### config.mk
export PLATFORM = sky130hd
export DESIGN_NAME = decode_ctrl
export DESIGN_NICKNAME = d
export VERILOG_FILES = /design/src/rtl/decode_ctrl.sv
export SDC_FILE = /design/constraint.sdc
export NUM_CORES = 1
export LEC_CHECK = 0
export CORE_UTILIZATION = 48
export CTS_BUF_LIST = sky130_fd_sc_hd__clkbuf_4 sky130_fd_sc_hd__clkbuf_8
export DETAILED_ROUTE_END_ITERATION = 10
export PLACE_DENSITY = 0.93
export RECOVER_POWER = 100
export SYNTH_ARGS = -nofsm -noshare
export SYNTH_HDL_FRONTEND = slang
export SYNTH_SLANG_ARGS = --single-unit
### constraint.sdc
create_clock -name clk -period 3.74 [get_ports clk]
set_input_delay 0.748 -clock clk [delete_from_list [all_inputs] [get_ports clk]]
set_output_delay 0.748 -clock clk [all_outputs]
set_load 0.02 [all_outputs]
### src/rtl/decode_ctrl.sv
// -----------------------------------------------------------------------------
// decode_ctrl -- RV32I instruction-decode stage
//
// Takes one instruction from fetch per valid/ready handshake and presents
// registered execute/writeback mux selects, ALU sub-op, register indices,
// immediate and PC to execute one cycle later. Execute backpressures through
// ex_ready. A flush kills both the held instruction and the one on the input.
//
// Ports
//   clk, rst_n                  core clock, async active-low reset
//   if_valid/if_instr/if_pc     fetch side request
//   id_ready                    stage can take an instruction this cycle
//   flush                       branch/jump redirect kill
//   ex_ready/ex_valid           execute side handshake
//   alu_mux_sel, x_op1_mux_sel,
//   x_op2_mux_sel, w_mux_sel    datapath selects (proc_pkg types)
//   alu_sub, alu_funct3         ALU sub-op control
//   rs1_addr/rs2_addr/rd_addr   register indices
//   imm, pc_d1                  sign-extended immediate, PC of held instr
//   reg_we                      rd write enable (never set for rd == x0)
//   illegal_instr               only with DECODE_ILLEGAL_TRAP_EN defined
//
// Optional feature macro: DECODE_ILLEGAL_TRAP_EN
//   defined   : illegal encodings set illegal_instr and still reach execute
//   undefined : illegal encodings travel to execute as a NOP
// -----------------------------------------------------------------------------

package proc_pkg;
    typedef enum logic [1:0] {
        ALU_ARITH            = 2'd0,
        ALU_LOGIC            = 2'd1,
        ALU_SHIFT            = 2'd2,
        ALU_PC_VAL_PLUS_4_D2 = 2'd3
    } alu_mux_sel_t;

    typedef enum logic {
        OP1_REG1_DATA = 1'b0,
        OP1_PC_VAL_D1 = 1'b1
    } x_op1_mux_sel_t;

    typedef enum logic {
        OP2_REG2_DATA  = 1'b0,
        OP2_IMM_SIGNED = 1'b1
    } x_op2_mux_sel_t;

    typedef enum logic {
        W_ALU = 1'b0,
        W_MEM = 1'b1
    } w_mux_sel_t;
endpackage

module decode_ctrl
    import proc_pkg::*;
#(
    parameter int XLEN      = 32,
    parameter int NREG_BITS = 5
) (
    input  logic                 clk,
    input  logic                 rst_n,
    input  logic                 if_valid,
    input  logic [31:0]          if_instr,
    input  logic [XLEN-1:0]      if_pc,
    output logic                 id_ready,
    input  logic                 flush,
    input  logic                 ex_ready,
    output logic                 ex_valid,
    output alu_mux_sel_t         alu_mux_sel,
    output x_op1_mux_sel_t       x_op1_mux_sel,
    output x_op2_mux_sel_t       x_op2_mux_sel,
    output w_mux_sel_t           w_mux_sel,
    output logic                 alu_sub,
    output logic [2:0]           alu_funct3,
    output logic [NREG_BITS-1:0] rs1_addr,
    output logic [NREG_BITS-1:0] rs2_addr,
    output logic [NREG_BITS-1:0] rd_addr,
    output logic [XLEN-1:0]      imm,
    output logic [XLEN-1:0]      pc_d1,
`ifdef DECODE_ILLEGAL_TRAP_EN
    output logic                 illegal_instr,
`endif
    output logic                 reg_we
);

    localparam logic [6:0] OPC_OP     = 7'b0110011;
    localparam logic [6:0] OPC_OP_IMM = 7'b0010011;
    localparam logic [6:0] OPC_LUI    = 7'b0110111;
    localparam logic [6:0] OPC_AUIPC  = 7'b0010111;
    localparam logic [6:0] OPC_JAL    = 7'b1101111;
    localparam logic [6:0] OPC_JALR   = 7'b1100111;

    typedef struct packed {
        alu_mux_sel_t         alu;
        x_op1_mux_sel_t       op1;
        x_op2_mux_sel_t       op2;
        w_mux_sel_t           wsel;
        logic                 sub;
        logic [2:0]           f3;
        logic [NREG_BITS-1:0] rs1;
        logic [NREG_BITS-1:0] rs2;
        logic [NREG_BITS-1:0] rd;
        logic [XLEN-1:0]      imm;
        logic                 we;
    } ctrl_t;

    // Reset value and the shape of a NOP are the same bundle.
    localparam ctrl_t CTRL_NOP = '{
        alu:  ALU_ARITH,
        op1:  OP1_REG1_DATA,
        op2:  OP2_REG2_DATA,
        wsel: W_ALU,
        sub:  1'b0,
        f3:   3'b000,
        rs1:  '0,
        rs2:  '0,
        rd:   '0,
        imm:  '0,
        we:   1'b0
    };

    // ------------------------------------------------------------------
    // Field extraction
    // ------------------------------------------------------------------
    logic [6:0]           opcode;
    logic [2:0]           funct3;
    logic [6:0]           funct7;
    logic [NREG_BITS-1:0] rs1_f, rs2_f, rd_f;
    logic [31:0]          imm_i, imm_u, imm_j;

    assign opcode = if_instr[6:0];
    assign funct3 = if_instr[14:12];
    assign funct7 = if_instr[31:25];
    assign rs1_f  = NREG_BITS'(if_instr[19:15]);
    assign rs2_f  = NREG_BITS'(if_instr[24:20]);
    assign rd_f   = NREG_BITS'(if_instr[11:7]);

    assign imm_i = {{20{if_instr[31]}}, if_instr[31:20]};
    assign imm_u = {if_instr[31:12], 12'b0};
    assign imm_j = {{12{if_instr[31]}}, if_instr[19:12], if_instr[20],
                    if_instr[30:21], 1'b0};

    function automatic logic [XLEN-1:0] sext(input logic [31:0] v);
        return XLEN'($signed(v));
    endfunction

    // Result class for register/immediate ALU ops
    alu_mux_sel_t alu_cls;
    always_comb begin
        case (funct3)
            3'b001, 3'b101:         alu_cls = ALU_SHIFT;
            3'b100, 3'b110, 3'b111: alu_cls = ALU_LOGIC;
            default:                alu_cls = ALU_ARITH;
        endcase
    end

    // ------------------------------------------------------------------
    // Decode
    // ------------------------------------------------------------------
    ctrl_t ctrl_d;
    logic  legal;

    always_comb begin
        ctrl_d = CTRL_NOP;
        legal  = 1'b0;
        case (opcode)
            OPC_OP: begin
                // funct7[5] only selects SUB / SRA; anywhere else it's illegal
                legal      = (funct7 == 7'b0000000) ||
                             (funct7 == 7'b0100000 &&
                              (funct3 == 3'b000 || funct3 == 3'b101));
                ctrl_d.alu = alu_cls;
                ctrl_d.sub = if_instr[30];
                ctrl_d.f3  = funct3;
                ctrl_d.rs1 = rs1_f;
                ctrl_d.rs2 = rs2_f;
                ctrl_d.rd  = rd_f;
                ctrl_d.we  = 1'b1;
            end
            OPC_OP_IMM: begin
                // Immediate shifts carry funct7 in imm[11:5]
                case (funct3)
                    3'b001:  legal = (funct7 == 7'b0000000);
                    3'b101:  legal = (funct7 == 7'b0000000) ||
                                     (funct7 == 7'b0100000);
                    default: legal = 1'b1;
                endcase
                ctrl_d.alu = alu_cls;
                ctrl_d.op2 = OP2_IMM_SIGNED;
                ctrl_d.sub = (funct3 == 3'b101) && if_instr[30];
                ctrl_d.f3  = funct3;
                ctrl_d.rs1 = rs1_f;
                ctrl_d.rd  = rd_f;
                ctrl_d.imm = sext(imm_i);
                ctrl_d.we  = 1'b1;
            end
            OPC_LUI: begin
                // rd = x0 + imm, so rs1 stays 0
                legal      = 1'b1;
                ctrl_d.op2 = OP2_IMM_SIGNED;
                ctrl_d.rd  = rd_f;
                ctrl_d.imm = sext(imm_u);
                ctrl_d.we  = 1'b1;
            end
            OPC_AUIPC: begin
                legal      = 1'b1;
                ctrl_d.op1 = OP1_PC_VAL_D1;
                ctrl_d.op2 = OP2_IMM_SIGNED;
                ctrl_d.rd  = rd_f;
                ctrl_d.imm = sext(imm_u);
                ctrl_d.we  = 1'b1;
            end
            OPC_JAL: begin
                legal      = 1'b1;
                ctrl_d.alu = ALU_PC_VAL_PLUS_4_D2;
                ctrl_d.rd  = rd_f;
                ctrl_d.imm = sext(imm_j);
                ctrl_d.we  = 1'b1;
            end
            OPC_JALR: begin
                legal      = (funct3 == 3'b000);
                ctrl_d.alu = ALU_PC_VAL_PLUS_4_D2;
                ctrl_d.rs1 = rs1_f;
                ctrl_d.rd  = rd_f;
                ctrl_d.imm = sext(imm_i);
                ctrl_d.we  = 1'b1;
            end
            default: ;
        endcase

        if (!legal)
            ctrl_d = CTRL_NOP;
        // x0 is hardwired; never request a write to it
        if (ctrl_d.rd == '0)
            ctrl_d.we = 1'b0;
    end

    // ------------------------------------------------------------------
    // Handshake and output registers
    // ------------------------------------------------------------------
    ctrl_t           ctrl_q;
    logic            ex_valid_q;
    logic [XLEN-1:0] pc_q;
    logic            load;

    assign id_ready = !ex_valid_q || ex_ready;
    assign load     = if_valid && id_ready && !flush;

`ifdef DECODE_ILLEGAL_TRAP_EN
    logic illegal_q;
`endif

    always_ff @(posedge clk or negedge rst_n) begin
        if (!rst_n) begin
            ex_valid_q <= 1'b0;
            ctrl_q     <= CTRL_NOP;
            pc_q       <= '0;
`ifdef DECODE_ILLEGAL_TRAP_EN
            illegal_q  <= 1'b0;
`endif
        end else if (flush) begin
            // Remaining fields keep stale data; ex_valid gates them
            ex_valid_q <= 1'b0;
            ctrl_q.we  <= 1'b0;
        end else if (load) begin
            ex_valid_q <= 1'b1;
            ctrl_q     <= ctrl_d;
            pc_q       <= if_pc;
`ifdef DECODE_ILLEGAL_TRAP_EN
            illegal_q  <= !legal;
`endif
        end else if (ex_ready) begin
            ex_valid_q <= 1'b0;
        end
    end

    assign ex_valid      = ex_valid_q;
    assign alu_mux_sel   = ctrl_q.alu;
    assign x_op1_mux_sel = ctrl_q.op1;
    assign x_op2_mux_sel = ctrl_q.op2;
    assign w_mux_sel     = ctrl_q.wsel;
    assign alu_sub       = ctrl_q.sub;
    assign alu_funct3    = ctrl_q.f3;
    assign rs1_addr      = ctrl_q.rs1;
    assign rs2_addr      = ctrl_q.rs2;
    assign rd_addr       = ctrl_q.rd;
    assign imm           = ctrl_q.imm;
    assign pc_d1         = pc_q;
    assign reg_we        = ctrl_q.we;
`ifdef DECODE_ILLEGAL_TRAP_EN
    assign illegal_instr = illegal_q;
`endif

endmodule

Word-level counts from Yosys, hierarchy flattened
Cells that the tools add are included.
{"block": "op_classes", "eq_ne": 12, "n_mux": 19, "n_bitwise": 1, "n_reduce_logical": 26}
{"cell": "$pmux W32 S3", "n": 1}
{"cell": "$mux W57", "n": 1}
{"cell": "$eq A7 B6 Y1 const B", "n": 3}
{"cell": "$mux W5", "n": 3}
{"cell": "$eq A7 B5 Y1 const B", "n": 2}
{"cell": "$eq A7 B7 Y1 const B", "n": 2}
{"cell": "$eq A3 B3 Y1 const B", "n": 4}
{"cell": "$reduce_or A3 Y1", "n": 4}
{"cell": "$reduce_or A2 Y1", "n": 5}
{"cell": "$mux W1", "n": 9}
{"cell": "$pmux W2 S2", "n": 2}
{"cell": "$pmux W4 S2", "n": 1}
{"cell": "$logic_not A7 Y1", "n": 1}
{"cell": "$reduce_or A6 Y1", "n": 1}
{"cell": "$logic_not A5 Y1", "n": 1}
{"cell": "$logic_and A1 B1 Y1", "n": 4}
{"cell": "$logic_or A1 B1 Y1", "n": 4}
{"cell": "$pmux W1 S4", "n": 1}
{"cell": "$eq A3 B1 Y1 const B", "n": 1}
{"cell": "$logic_not A3 Y1", "n": 1}
{"cell": "$reduce_bool A3 Y1", "n": 1}
{"cell": "$logic_not A1 Y1", "n": 2}
{"cell": "$pmux W1 S2", "n": 1}
{"cell": "$reduce_and A2 Y1", "n": 1}
{"cell": "2 further kinds", "n": 2}
{"block": "word_totals", "reg_bits": 90, "output_inout_bits": 91}

Logic depth before layout (Yosys ltp)
Gate-level depths: netlist of the first run.
{"block": "depth", "depth_word": 10, "mapped_depth": 8}

Worst setup path before layout of the first run
Ideal clock, no wire load.
{"block": "synth_path", "path_kind": "input-to-reg", "start": "in if_instr[6]", "end": "reg ctrl_q (netlist bit imm[16])", "arrival_time_ps": 2323, "required_time_ps": 3648, "path_slack_ps": 1325, "cell_stages": 7, "cell_sequence": "or3b_4 -> or4_4 -> buf_6 -> nor2_8 -> nor3_4 -> buf_8 -> o31ai_2"}
{"block": "synth_via", "elab_chain_len": 4, "elab_cells_between_ends": 12, "classes_between": "6 x eq/ne; 3 x mux; 3 x reduce/logical"}
{"item": "start: declaration", "line_no": "61", "rtl": "input logic [31:0] if_instr,"}
{"item": "$eq A7 B7 Y1 (tied with other cells)", "line_no": "164", "rtl": "case (opcode)"}
{"item": "$reduce_or A3 Y1 (no line) or $reduce_or A2 Y1 (tied branches)"}
{"item": "$pmux W1 S4 or $pmux W32 S3 (tied branches)", "line_no": "164"}
{"item": "$mux W57 (*)", "line_no": "229", "rtl": "if (!legal)"}
{"item": "end signal: assignment", "line_no": "265", "rtl": "ctrl_q <= ctrl_d;"}
{"item": "end: declaration", "line_no": "239", "rtl": "ctrl_t ctrl_q;"}
Every way passes the cells marked *; elsewhere a longest branch is shown, timed or not.
A chain may end at the register's enable or synchronous reset.

Final worst setup path of the first run
{"block": "layout_path", "start": "in if_instr[2]", "end": "reg ctrl_q (netlist bit imm[29])"}
The elaborated chain is that of the path after synthesis.

==> flow_metrics.py, run 1 <==
metrics = {
    "logic_synthesis": {
        "synth.distinct_cells": 45,
        "syn-mean-instance-area_um2": 10.5,
        "yosysTopAreaCell": "dfrtp_1",
        "ys.flop_type": "dfrtp_1",
        "yosys-top-cells-area": "dfrtp_1 58%, nand2_1 13%, a22o_1 5.2%",
        "ys_warn_count": 0,
        "synth_top_area_frac": 0.579,
        "synthesis.area_um2": 3840,
        "ys_seq_elements": 89,
        "syn_inst": 366,
        "syn_nets": 435,
        "synth_edf_count": 0,
        "yosysSeqAreaShare": 0.579,
        "async_flop_share": 1.00,
    },
    "clock_tree": {
        "post_cts_buffers": 0,
        "clkSinkCount": 89,
        "hold_buffers": 0,
        "root_buffer": "clkbuf_8",
        "ctsResizeCount": 0,
        "clk_latency_ns": 0.35,
        "cts.path.max_buffers": 2,
        "clk_pin_slew_ns": 0.09,
        "numCtsBuffers": 9,
        "htreeDepth": 3,
        "cts_tree": "built",
    },
    "worst_setup_path": {
        "cp.arrival_ns": 3.36,
        "r2r_slack_ns": 1.48,
        "path_max_fanout": 15,
        "path_class": "input port to flop",
        "reg2reg_to": "pc_d1[9]",
        "startpoint": "if_instr[2]",
        "reg2reg_depth": 6,
        "cp_slowest_cell": "nor3_2",
        "path_cells": "dlygate4sd3_1 -> and3_1 -> nand3_1 -> o21ai_2 -> nor3_2 -> buf_4 -> o31ai_1",
        "rr_startpoint": "ex_valid",
        "crit_buf_inv": 2,
        "crit_path_end_kind": "flop",
        "worstPathRequired_ns": 3.93,
        "startpoint_type": "input port",
        "cpPeakStageDelay_ns": 0.90,
        "cp_top_family": "simple AND/OR/NAND/NOR gates",
    },
    "layout": {
        "stdcell_count": 624,
        "multi_input_area_um2": 1400,
        "drive_above_1_share": 0.0690,
        "fillCellCount": 555,
        "fin_area_um2": 5570,
        "regArea_um2": 2230,
        "utilization": 0.721,
        "nNetsFinal": 586,
        "diodes": 0,
        "layout_common_cells": "130 x nand2_1, 93 x dlygate4sd3_1, 89 x dfrtp_1",
        "final_common_cell": "nand2_1",
        "area_growth_syn_to_layout_pct": 44.9,
    },
    "global_route": {
        "grt_first_pass_wirelength_um": 17600,
        "first_global_vias": 3575,
        "grt-ovfl-total": 0,
        "track_usage": 0.271,
        "antenna_found_initial": 0,
        "grt_max_degree": 90,
    },
    "timing": {
        "rsz0062_at_grt": "false",
        "timing.fmax_ghz": 0.316,
        "fin_crit_ns": 3.16,
        "slew_headroom": -0.448,
        "tns_ns": 0,
        "post-route-period-util": 0.846,
        "hold_ws_ns": 0.472,
        "setup_viol": 0,
        "clock_skew_ns": 0.00904,
        "drv_slew": 90,
        "hold_viol_final": 0,
        "tightest_slew_ns": 2.17,
    },
    "outcome": {
        "outcome": "complete, but fails checks",
        "violations": "max-capacitance violations, max-slew violations",
    },
    "floorplanning": {
        "die_x_um": 91.5,
        "floorplan.die_area_um2": 8370,
        "die_h_um": 91.5,
        "io_pins": 160,
        "start_util": 0.498,
        "rows": 32,
        "core_area_um2": 7730,
    },
    "flow_run": {
        "maxCapViolCount": 1,
    },
    "min_path": {
        "hold_depth": 2,
        "worstHoldStart": "pc_d1[31]",
        "hold_end": "pc_d1[31]",
        "holdCritPathClass": "flop to flop",
    },
    "placed_design": {
        "post-place-cells": 608,
        "place_area_um2": 5460,
        "gp_congestion": 0.887,
        "numPortBuffers": 158,
        "dpl.hpwl_um": 7810,
    },
    "routing": {
        "wirelength_um": 11000,
        "vias": 3442,
        "drt-vias-per-instance": 5.52,
        "drt_first_pass_iters": 5,
        "wl_per_cell_um": 17.6,
        "drc_errors": 0,
        "detail_route.iter0.violations": 210,
        "ant_nets": 0,
    },
    "pwr": {
        "ir_worst_vdd_mv": 0.196,
        "power_density_nw_per_um2": 371,
        "p_leak_nw": 2.75,
    },
}
state kept, by name (all words and copies together), names as in the netlist:
register / cells
rs1_addr: 5
pc_d1: 32
x_op1_mux_sel: 1
reg_we: 1
x_op2_mux_sel: 1
alu_sub: 1
rd_addr: 5
alu_mux_sel: 2
imm: 32
ex_valid: 1
alu_funct3: 3
rs2_addr: 5
tightest hold or removal path, stage by stage, from the launching register on:
cell and delay (ns):
dfrtp_1 0.34, nand2_1 0.05, nand2_1 0.06
worst max-delay path by stage:
| stage | depth (start not counted) | slack [ns] | endpoint |
|---|---|---|---|
| floorplan | 7 | 1.32 | imm[16] |
| global placement | 6 | 0.65 | imm[3] |
| detailed placement | 6 | 0.56 | imm[29] |
| CTS | 6 | 0.91 | imm[29] |
| global route | 7 | 0.43 | imm[29] |
| finish | 7 | 0.58 | imm[29] |
layout make-up:
type	count	share of cell area
sequential	89	0.400
timing repair buffer	163	0.289
multi-input combinational	252	0.251
clock buffer	11	0.0249
tap	102	0.0229
clock inverter	5	0.0115
inverter	2	0.00135
synthesized netlist by cell type (2+ instances only):
master / number
nor2b_1: 2
clkbuf_1: 13
o21ai_1: 6
a22o_1: 23
a21oi_1: 22
o21ai_0: 2
a32o_1: 7
nand3b_1: 2
nand3_1: 5
inv_1: 2
nand2b_1: 2
buf_1: 3
buf_6: 3
nor3_1: 2
dfrtp_1: 89
buf_4: 3
o31ai_2: 15
or4_1: 2
nand2_1: 130
o31ai_1: 6
nor2_1: 3
per-stage QoR:
step | worst slack [ns] | power [W]
global placement | 0.651 | 0.00143
detailed placement | 0.562 | 0.00145
finish | 0.575 | 0.00207
global route | 0.433 | 0.00215
CTS | 0.913 | 0.00211
floorplan | 1.32 | 0.00121
cells by family after synthesis:
| kind of cell | Yosys count | share of synthesized area |
|---|---|---|
| AOI/OAI and AO/OA | 88 | 0.193 |
| xor gates and xnor gates | 1 | 0.00228 |
| buffers and inverters | 25 | 0.0361 |
| DFF | 89 | 0.579 |
| other | 1 | 0.000975 |
| and+or+nand+nor | 162 | 0.188 |
routing by layer:
metal	vias to the layer above	track usage	part of all wire
met3	20	0.0611	0.078
met2	179	0.467	0.50
met4	0	0.101	0.018
li1	1570	-	-
met5	-	0	0
met1	1673	0.333	0.40
power breakdown:
| group | internal (W) | switching (W) | total [W] |
|---|---|---|---|
| registers | 0.00101 | 0.0000262 | 0.00104 |
| logic | 0.000162 | 0.000200 | 0.000362 |
| clock network | 0.000329 | 0.000337 | 0.000665 |
| total | 0.00150 | 0.000563 | 0.00207 |
No activity file was read; power rests on OpenSTA's default activity.
==> inputs of run 2 (changes only) <==
--- a/config.mk
+++ b/config.mk
@@ -5,10 +5,10 @@
 export SDC_FILE = /design/constraint.sdc
 export NUM_CORES = 1
 export LEC_CHECK = 0
-export CORE_UTILIZATION = 48
+export CORE_UTILIZATION = 44
 export CTS_BUF_LIST = sky130_fd_sc_hd__clkbuf_4 sky130_fd_sc_hd__clkbuf_8
 export DETAILED_ROUTE_END_ITERATION = 10
-export PLACE_DENSITY = 0.93
+export PLACE_DENSITY = 0.86
 export RECOVER_POWER = 100
 export SYNTH_ARGS = -nofsm -noshare
 export SYNTH_HDL_FRONTEND = slang
==> constraint.sdc (replaced) <==
create_clock -name clk -period 3.01 [get_ports clk]
set_input_delay 0.602 -clock clk [delete_from_list [all_inputs] [get_ports clk]]
set_output_delay 0.602 -clock clk [all_outputs]
set_load 0.02 [all_outputs]
==> run 2 against run 1 <==
The flow still finishes with violations (max-capacitance violations, max-slew violations). Wire length fell by 5.2%. Sequential share of layout area fell by 0.66 points. Critical path depth is 1 lower. Count of clock-buffer cells in the layout did not move. Combinational power is 24% higher. Utilization shrank 4.2 points. Clock power rose by 26%. Worst setup slack lost 0.29 ns. Critical endpoint is now rs1_addr[1].
==> flow_metrics.py, run 2 (synthesized netlist as in run 1, its figures left out) <==
metrics = {
    "outcome": {
        "outcome": "complete, but fails checks",
        "violations": "max-capacitance violations, max-slew violations",
    },
    "global_route": {
        "antenna_found_initial": 0,
        "first_global_vias": 3254,
        "busiest_layer": "met2",
        "grtUsageMet3": 0.0646,
        "track_usage": 0.235,
        "use_met1": 0.282,
        "grt_use_met2": 0.408,
        "grt_first_pass_wirelength_um": 16100,
        "grt_max_degree": 90,
        "grt-ovfl-total": 0,
    },
    "clock_tree": {
        "cts_tree": "built",
        "clkSinkCount": 89,
        "cts.path.max_buffers": 2,
        "root_buffer": "clkbuf_8",
        "clk_latency_ns": 0.35,
        "clk_pin_slew_ns": 0.08,
        "numCtsBuffers": 9,
        "hold_buffers": 0,
        "htreeDepth": 3,
        "post_cts_buffers": 0,
        "ctsResizeCount": 0,
    },
    "worst_setup_path": {
        "path_class": "input port to flop",
        "startpoint": "if_instr[4]",
        "path_cells": "clkdlybuf4s50_1 -> or3b_4 -> or4_4 -> nor2_8 -> o31a_1 -> a32o_1",
        "crit_path_end_kind": "flop",
        "cp.arrival_ns": 3.01,
        "rr_startpoint": "ex_valid",
        "worstPathRequired_ns": 3.30,
        "path_max_fanout": 15,
        "crit_buf_inv": 1,
        "startpoint_type": "input port",
        "cp_top_family": "simple AND/OR/NAND/NOR gates",
        "cp_slowest_cell": "or4_4",
        "cpPeakStageDelay_ns": 0.60,
    },
    "layout": {
        "fin_area_um2": 5670,
        "utilization": 0.679,
        "diodes": 0,
        "final_common_cell": "nand2_1",
        "fillCellCount": 656,
        "stdcell_count": 631,
        "drive_above_1_share": 0.0856,
        "area_growth_syn_to_layout_pct": 47.4,
        "nNetsFinal": 591,
        "layout_common_cells": "130 x nand2_1, 92 x dlygate4sd3_1, 89 x dfrtp_1",
    },
    "pwr": {
        "p_leak_nw": 2.80,
        "power_density_nw_per_um2": 454,
        "ir_worst_vdd_mv": 0.280,
    },
    "min_path": {
        "worstHoldStart": "pc_d1[31]",
        "holdCritPathClass": "flop to flop",
    },
    "timing": {
        "fin_crit_ns": 2.72,
        "tns_ns": 0,
        "clock_skew_ns": 0.0149,
        "rsz0062_at_grt": "false",
        "tightest_slew_ns": 2.15,
        "post-route-period-util": 0.904,
        "timing.fmax_ghz": 0.368,
        "slew_headroom": -0.431,
        "hold_viol_final": 0,
        "post-route-worst-setup-slack_ns": 0.290,
        "drv_slew": 90,
        "setup_viol": 0,
    },
    "floorplanning": {
        "rows": 33,
        "floorplan.die_area_um2": 9120,
        "start_util": 0.461,
        "core_area_um2": 8340,
        "die_x_um": 95.5,
        "io_pins": 160,
        "die_h_um": 95.5,
    },
    "placed_design": {
        "dpl.hpwl_um": 7660,
        "post-place-cells": 616,
        "numPortBuffers": 158,
        "place_area_um2": 5520,
        "gp_congestion": 0.895,
        "post-place-ws_ns": -0.0547,
    },
    "flow_run": {
        "maxCapViolCount": 1,
    },
    "routing": {
        "vias": 3336,
        "drt_first_pass_iters": 4,
        "wl_per_cell_um": 16.5,
        "drt-vias-per-instance": 5.29,
        "drc_errors": 0,
        "ant_nets": 0,
        "detail_route.iter0.violations": 125,
        "wirelength_um": 10400,
    },
}
## run 2: cell types whose count changed in the layout (fill, tap and decap cells not counted), sizes merged
cell           change
clkinv             +1
buf                +3
inv                -1
clkdlybuf4s50      +1
clkbuf             +2
clkinvlp           -1
dlygate4sd3        -1
## run 2: layer usage
layer  vias up  routed length (um)  part of all wire
li1       1576                   -                 -
met4         0                 139             0.013
met1      1618                4250              0.41
met3        14                 920             0.089
met5         -                   0                 0
met2       128                5080              0.49
## run 2: area by class of cell
class	instances	area [um^2]	area share
Tap cell	105	131	0.0232
Inverter	2	7.51	0.00132
Clock inverter	4	52.6	0.00927
Timing Repair Buffer	168	1650	0.290
Clock buffer	11	151	0.0267
Multi-Input combinational cell	252	1450	0.256
Sequential cell	89	2230	0.393
## run 2: worst paths after layout
kind,to,slack (ns),cells after the start
min,pc_d1[31],0.47,2
max reg2reg,imm[22],0.82,6
max,rs1_addr[1],0.29,6
max in group asynchronous,imm[12],0.88,1
min in group asynchronous,rd_addr[2],0.83,1
min reg2reg,pc_d1[31],0.47,2
## run 2: worst reg2reg max path: stages (launching register included)
cell and delay [ns]:
dfrtp_1 0.37, nand2b_1 0.09, nand2_1 0.16, or2_0 0.52
clkbuf_4 0.69, nand2_1 0.17, o31ai_1 0.10
## run 2: metrics by stage
| step | hold slack, ns | power, W |
|---|---|---|
| floorplan | 0.306 | 0.00151 |
| global placement | 0.456 | 0.00179 |
| detailed placement | 0.462 | 0.00180 |
| CTS | 0.480 | 0.00264 |
| global route | 0.499 | 0.00270 |
| finish | 0.471 | 0.00257 |
## run 2: power by group
part	internal, W	total [W]	switching [W]
logic	0.000204	0.000449	0.000246
clock network	0.000426	0.000835	0.000408
registers	0.00126	0.00129	0.0000315
total	0.00189	0.00257	0.000685
==> inputs of run 3 (changes only) <==
--- a/config.mk
+++ b/config.mk
@@ -10,6 +10,7 @@
 export DETAILED_ROUTE_END_ITERATION = 10
 export PLACE_DENSITY = 0.86
 export RECOVER_POWER = 100
+export SKIP_LAST_GASP = 1
 export SYNTH_ARGS = -nofsm -noshare
 export SYNTH_HDL_FRONTEND = slang
 export SYNTH_SLANG_ARGS = --single-unit
==> constraint.sdc (replaced) <==
create_clock -name clk -period 3.01 [get_ports clk]
set_input_delay 0.301 -clock clk [delete_from_list [all_inputs] [get_ports clk]]
set_output_delay 0.301 -clock clk [all_outputs]
set_load 0.02 [all_outputs]
==> run 3 against run 2 <==
Utilization is 0.20 points lower. Largest power group unchanged. Die area stayed put. Combinational power hardly changed. Non-clock buffer count is 3 lower. Total power is 2.2% higher. The flow still finishes with violations (max-capacitance violations, max-slew violations).
==> flow_metrics.py, run 3 (synthesized netlist as in run 1, its figures left out) <==
metrics = {
    "pwr": {
        "pwr-share-clk": 0.340,
        "p_int_w": 0.00194,
        "power_switching_w": 0.000692,
        "power_density_nw_per_um2": 466,
        "p_leak_nw": 2.78,
        "power_frac_comb": 0.171,
        "power_w": 0.00263,
        "switching_share": 0.263,
        "seqPwrFrac": 0.490,
        "ir_worst_vdd_mv": 0.230,
    },
    "outcome": {
        "violations": "max-capacitance violations, max-slew violations",
        "outcome": "complete, but fails checks",
    },
    "floorplanning": {
        "rows": 33,
        "die_x_um": 95.5,
        "floorplan.die_area_um2": 9120,
        "start_util": 0.461,
        "io_pins": 160,
        "core_area_um2": 8340,
        "die_h_um": 95.5,
    },
    "placed_design": {
        "dpl.hpwl_um": 7600,
        "post-place-cells": 613,
        "place_area_um2": 5490,
        "gp_congestion": 0.909,
        "numPortBuffers": 158,
    },
    "routing": {
        "wl_per_cell_um": 16.6,
        "drc_errors": 0,
        "ant_nets": 0,
        "drt-vias-per-instance": 5.21,
        "detail_route.iter0.violations": 107,
        "drt_first_pass_iters": 4,
        "wirelength_um": 10400,
        "vias": 3277,
    },
    "flow_run": {
        "maxCapViolCount": 1,
    },
    "clock_tree": {
        "htreeDepth": 3,
        "numCtsBuffers": 9,
        "cts.path.max_buffers": 2,
        "post_cts_buffers": 0,
        "hold_buffers": 0,
        "cts_tree": "built",
        "ctsResizeCount": 0,
        "root_buffer": "clkbuf_8",
        "clkSinkCount": 89,
        "clk_pin_slew_ns": 0.09,
        "clk_latency_ns": 0.35,
    },
    "layout": {
        "fillCellCount": 659,
        "nNetsFinal": 588,
        "utilization": 0.677,
        "area_growth_syn_to_layout_pct": 47.0,
        "final_common_cell": "nand2_1",
        "stdcell_count": 629,
        "drive_above_1_share": 0.0802,
        "diodes": 0,
        "fin_area_um2": 5650,
        "layout_common_cells": "130 x nand2_1, 93 x dlygate4sd3_1, 89 x dfrtp_1",
    },
    "timing": {
        "clock_skew_ns": 0.00786,
        "drv_slew": 90,
        "hold_viol_final": 0,
        "post-route-period-util": 0.844,
        "fin_crit_ns": 2.54,
        "setup_viol": 0,
        "tns_ns": 0,
        "rsz0062_at_grt": "false",
        "slew_headroom": -0.430,
        "timing.fmax_ghz": 0.394,
        "tightest_slew_ns": 2.14,
    },
    "worst_setup_path": {
        "crit_path_end_kind": "flop",
        "path_max_fanout": 10,
        "cp.arrival_ns": 2.83,
        "startpoint_type": "input port",
        "path_class": "input port to flop",
        "worstPathRequired_ns": 3.30,
    },
    "global_route": {
        "grt_first_pass_wirelength_um": 16300,
        "grt_max_degree": 90,
        "track_usage": 0.237,
        "first_global_vias": 3310,
        "grt-ovfl-total": 0,
        "antenna_found_initial": 0,
    },
    "min_path": {
        "holdCritPathClass": "input port to flop",
    },
}
## run 3: cell type report
cell class | count | area, um^2 | share of cell area
tap | 105 | 131 | 0.0233
multi-input combinational | 252 | 1430 | 0.254
inverter | 2 | 7.51 | 0.00133
clock inverter | 3 | 46.3 | 0.00819
timing repair buffer | 165 | 1630 | 0.288
sequential | 89 | 2230 | 0.394
clock buffer | 13 | 179 | 0.0317
## run 3: power groups by stage
stage | logic (W) | registers [W] | clock network, W
2_1_floorplan | 0.000108 | 0.00140 | 0
3_3_place_gp | 0.000472 | 0.00131 | 0
3_5_place_dp | 0.000482 | 0.00132 | 0
4_1_cts | 0.000484 | 0.00129 | 0.000911
5_1_grt | 0.000491 | 0.00130 | 0.000954
6_report | 0.000449 | 0.00129 | 0.000893
## run 3: critical path: stages
cell,delay (ns)
dlygate4sd3_1,0.62
or4_1,0.52
o41a_1,0.39
nor2_1,0.32
o311a_1,0.48
a22o_1,0.20
## run 3: metal layers
metal | vias to the layer above | routed length, um | global-route usage
met5 | - | 0 | 0
met4 | 0 | 116 | 0.0821
met3 | 11 | 848 | 0.0614
met2 | 138 | 5200 | 0.404
met1 | 1550 | 4260 | 0.291
li1 | 1578 | - | -
## run 3: path summary, 6_finish.rpt
| path | from | endpoint | slack (ns) | cells after the start |
|---|---|---|---|---|
| max reg2reg | ex_valid | x_op2_mux_sel | 0.68 | 5 |
| max | if_instr[31] | imm[7] | 0.47 | 6 |
| min reg2reg | pc_d1[3] | pc_d1[3] | 0.47 | 2 |
| min | if_pc[11] | pc_d1[11] | 0.46 | 3 |
| max in group asynchronous | rst_n | pc_d1[14] | 1.19 | 1 |
| min in group asynchronous | rst_n | imm[0] | 0.58 | 1 |
## run 3: through the flow
stage	hold slack (ns)	worst slack, ns
2_1_floorplan	0.00541	1.04
3_3_place_gp	0.457	0.285
3_5_place_dp	0.462	0.176
4_1_cts	0.189	0.580
5_1_grt	0.463	0.259
6_report	0.464	0.471
